<file path="src/rtl/mem_arbiter.sv">
// Single-port RAM arbiter between the CPU data port and a video fetch requester.
// Video wins by default; a starvation counter forces a CPU win after MAX_WAIT losses.
module mem_arbiter #(
   parameter int ADDR_W   = 32,
   parameter int DATA_W   = 32,
   parameter int MAX_WAIT = 3
) (
   input  logic              clk,
   input  logic              reset,
   input  logic              cpu_req,
   input  logic              cpu_we,
   input  logic [ADDR_W-1:0] cpu_addr,
   input  logic [DATA_W-1:0] cpu_wdata,
   output logic [DATA_W-1:0] cpu_rdata,
   output logic              cpu_stall,
   input  logic              vid_req,
   input  logic [ADDR_W-1:0] vid_addr,
   output logic              vid_gnt,
   output logic              vid_valid,
   output logic [DATA_W-1:0] vid_rdata,
   output logic [ADDR_W-1:0] mem_addr,
   output logic              mem_we,
   output logic [DATA_W-1:0] mem_wdata,
   input  logic [DATA_W-1:0] mem_rdata
);

   typedef enum logic [1:0] {TAG_NONE, TAG_CPU, TAG_VID} tag_t;

   localparam logic [3:0] WAIT_MAX = 4'(MAX_WAIT);

   tag_t       rd_tag_reg, rd_tag_next;
   logic [3:0] cpu_wait_reg, cpu_wait_next;
   logic       cpu_elig;
   logic       cpu_win;
   logic       vid_win;

   always_ff @(posedge clk) begin
      if (reset) begin
         rd_tag_reg   <= TAG_NONE;
         cpu_wait_reg <= 4'd0;
      end else begin
         rd_tag_reg   <= rd_tag_next;
         cpu_wait_reg <= cpu_wait_next;
      end
   end

   always_comb begin
      cpu_elig      = cpu_req && (rd_tag_reg != TAG_CPU);
      cpu_win       = !reset && cpu_elig && (!vid_req || (cpu_wait_reg == WAIT_MAX));
      vid_win       = !reset && vid_req && !cpu_win;

      rd_tag_next   = TAG_NONE;
      if (cpu_win && !cpu_we)
         rd_tag_next = TAG_CPU;
      else if (vid_win)
         rd_tag_next = TAG_VID;

      // A returning CPU read leaves the counter alone; it was cleared on the win.
      cpu_wait_next = cpu_wait_reg;
      if (!cpu_req || cpu_win)
         cpu_wait_next = 4'd0;
      else if (cpu_elig && vid_win && (cpu_wait_reg < WAIT_MAX))
         cpu_wait_next = cpu_wait_reg + 4'd1;

      mem_addr  = vid_win ? vid_addr : cpu_addr;
      mem_we    = cpu_win && cpu_we;
      mem_wdata = cpu_wdata;
      vid_gnt   = vid_win;
      vid_valid = !reset && (rd_tag_reg == TAG_VID);
      vid_rdata = mem_rdata;
      cpu_rdata = mem_rdata;

      // During reset an in-flight CPU return is discarded, so the CPU stays held.
      if (reset)
         cpu_stall = cpu_req;
      else
         cpu_stall = cpu_req && !(cpu_win && cpu_we) && (rd_tag_reg != TAG_CPU);
   end

endmodule

</file>
<file path="config.mk">
export PLATFORM = sky130hd
export DESIGN_NAME = mem_arbiter
export DESIGN_NICKNAME = d
export VERILOG_FILES = /design/src/rtl/mem_arbiter.sv
export SDC_FILE = /design/constraint.sdc
export NUM_CORES = 1
export LEC_CHECK = 0
export CORE_AREA = 10 10 95 97
export DETAILED_ROUTE_END_ITERATION = 8
export DIE_AREA = 0 0 105 107
export HOLD_SLACK_MARGIN = 0.03
export PLACE_DENSITY = 0.83
export SLEW_MARGIN = 20
export SYNTH_ARGS = -nofsm -noshare
export SYNTH_HDL_FRONTEND = slang
export SYNTH_SLANG_ARGS = --single-unit
</file>
<file path="constraint.sdc">
create_clock -name clk -period 2.1 [get_ports clk]
set_input_delay 0.42 -clock clk [delete_from_list [all_inputs] [get_ports clk]]
set_output_delay 0.42 -clock clk [all_outputs]
set_load 0.1 [all_outputs]
</file>
==> run summary <==
Overflow after GRT: 0
TritonCTS Sinks: 6
Largest net degree at the start of global routing: 14
Failing checks: negative setup slack
Pre-CTS setup slack: -0.426 ns
Vias per inst: 3.99
Area of the core: 7140 um2
Tcrit/Tclk final: 101%
Mapped Cells: 166
GRT met3 Usage: 4.85%
Setup ws final: -0.0162 ns
Startpoint types: register
Register bit total from synthesis: 6
First-pass GRT wire length: 8.11 mm
Drt initial violations: 12
Initial DRT Pass Iterations: 4
Routed Antenna Nets: 0
Critical path fanouts, max: 13
H-tree depth: 1
Die W: 105 um
DP Cell Count: 274
Row count: 31
Met1 Usage GRT: 8.58%
Post-route insts no fill: 283
I/O pin total: 265
Area Overhead vs Synth: 65.4%
Setup TNS: -0.209 ns
Reg clk slew, reported paths: 0.04 ns
Inserted Clock Buffers: 3
Worst Clk Skew: 0.00125 ns
Arrival time worst endpoint: 1.70 ns
RSZ-0062 raised after global routing: true
Clock Tree Root: clkbuf_8
Final Hold Violating Endpoints: 0
Post-synth EDFFs: 0
Initial Util: 21.7%
HPWL Detailed: 4.64 mm
Wire per inst: 19.7 um
Crit. End Element: output port
Pwr Density: 472 nW/um2
CTS tree: done
Clk buf depth: 2
Nets@finish: 320
Final setup fails: 26
Fmax: 0.473 GHz
Port bufs: 104
Syn avg cell area: 9.34 um2
Ys Warns: 0
Crit path required time: 1.68 ns
Sequential area share after synthesis: 7.75%
GP Congestion: 0.774
Met2 Usage GRT: 15.7%
Area share of the largest cell type after synthesis: 46.5%
Synth Flop Type: dfxtp_1
Share of post-route cells with drive strength above 1: 54.3%
Post-synthesis cell area: 1550 um2
Cts-stage hold buffer count: 0
Dominant cell type by area after synthesis: buf_4
Power, Total: 1.21 mW
Synth top area cells: buf_4 46%, mux2_4 27%, dfxtp_1 7.7%
Hold crit path type: reg -> reg
Status: finished, violations left
Worst Max-Slew Pin Slew: 0.360 ns
Vias post-DR: 1130
Max IR drop VDD: 0.354 mV
Clock latency on the worst-skew pair: 0.22 ns
Diode count: 0
Initial antenna violation count: 0
Static Leak: 1.13 nW
Rel. slew slack: 75.9%
Critical Setup Path Class: reg -> out
Syn nets: 300
All-Layer GR Usage: 9.02%
Max reg flops: 4
Die area: 11200 um2
Max-Cap Viols: 0
Remaining DRCs: 0
Pins Over Slew Limit: 0
Top cells by count, synth: 96 x buf_4, 28 x mux2_4, 6 x dfxtp_1
Routed wire length: 5.59 mm
Most used routing layer: met2
Count of cell types in the netlist: 23
Most frequent cell after synthesis: buf_4
Tmin final: 2.12 ns
Asr flop ratio synth: 0%
Die Span Y: 107 um
Vias in the first global route: 1326
layout make-up:
type | instances | area [um2]
clock buffers | 3 | 41.3
fillers | 703 | 4570
inverters | 3 | 11.3
multi-input cells | 57 | 739
flip-flops and latches | 6 | 130
well taps | 99 | 124
repair buffers | 115 | 1520
layer usage:
metal,wire [um],vias to the layer above,part of all wire (%)
met3,739,32,13
li1,-,493,-
met1,1970,488,35
met2,2690,117,48
met5,0,-,0
met4,191,0,3.4
layout by cell type, fill, tap and decap left out, types with 2 or more instances in the layout:
cell type         n
a211oi_1          2
nand2_1           2
dfxtp_2           5
buf_12           37
buf_4             7
nand2b_4          2
mux2_4           32
clkdlybuf4s50_1  65
o41ai_1           2
inv_1             3
buf_2             2
nor3b_1           3
nor2b_1           2
clkbuf_8          3
critical path, cell delays in order, from the launching register on:
cell     delay [ns]
dfxtp_2        0.35
ha_4           0.16
a41o_4         0.28
buf_16         0.18
mux2_4         0.33
buf_12         0.17
cells by family after synthesis:
logic type | Yosys count | synth area share (%)
muxes | 32 | 30.0
adders and majority gates | 1 | 0.807
buffers and inverters | 103 | 50.1
and+or+nand+nor | 16 | 7.26
AOI/OAI and AO/OA | 8 | 4.04
DFF | 6 | 7.75
power breakdown:
part           internal [mW]  switching, mW
registers              0.116        0.00219
clock network          0.123         0.0464
logic                  0.408          0.514
total                  0.647          0.562
final timing paths:
| path | startpoint | end | slack, ns | cells past startpoint |
|---|---|---|---|---|
| setup reg to reg | cpu_wait_reg[0] | rd_tag_reg[0] | 0.63 | 5 |
| hold reg to reg | cpu_wait_reg[1] | cpu_wait_reg[1] | 0.51 | 2 |
| hold / removal | cpu_wait_reg[1] | cpu_wait_reg[1] | 0.51 | 2 |
| setup / recovery | cpu_wait_reg[0] | mem_addr[0] | -0.02 | 5 |
through the flow:
step / hold slack, ns / util, % / area [um2]
after floorplan: 0.454 / - / 1570
after global placement: 0.464 / 33.4 / 2380
after detailed placement: 0.481 / 33.4 / 2380
after CTS: 0.507 / 36.4 / 2600
after global routing: 0.524 / 35.9 / 2560
final: 0.508 / 35.9 / 2560
repair_timing:
action	in CTS	in global routing
pin swaps	4	1
setup endpoints to repair	34	33
resized for setup	36	2
gates cloned	2	0
buffers inserted	6	0
Power figures use the tool's default switching activity.
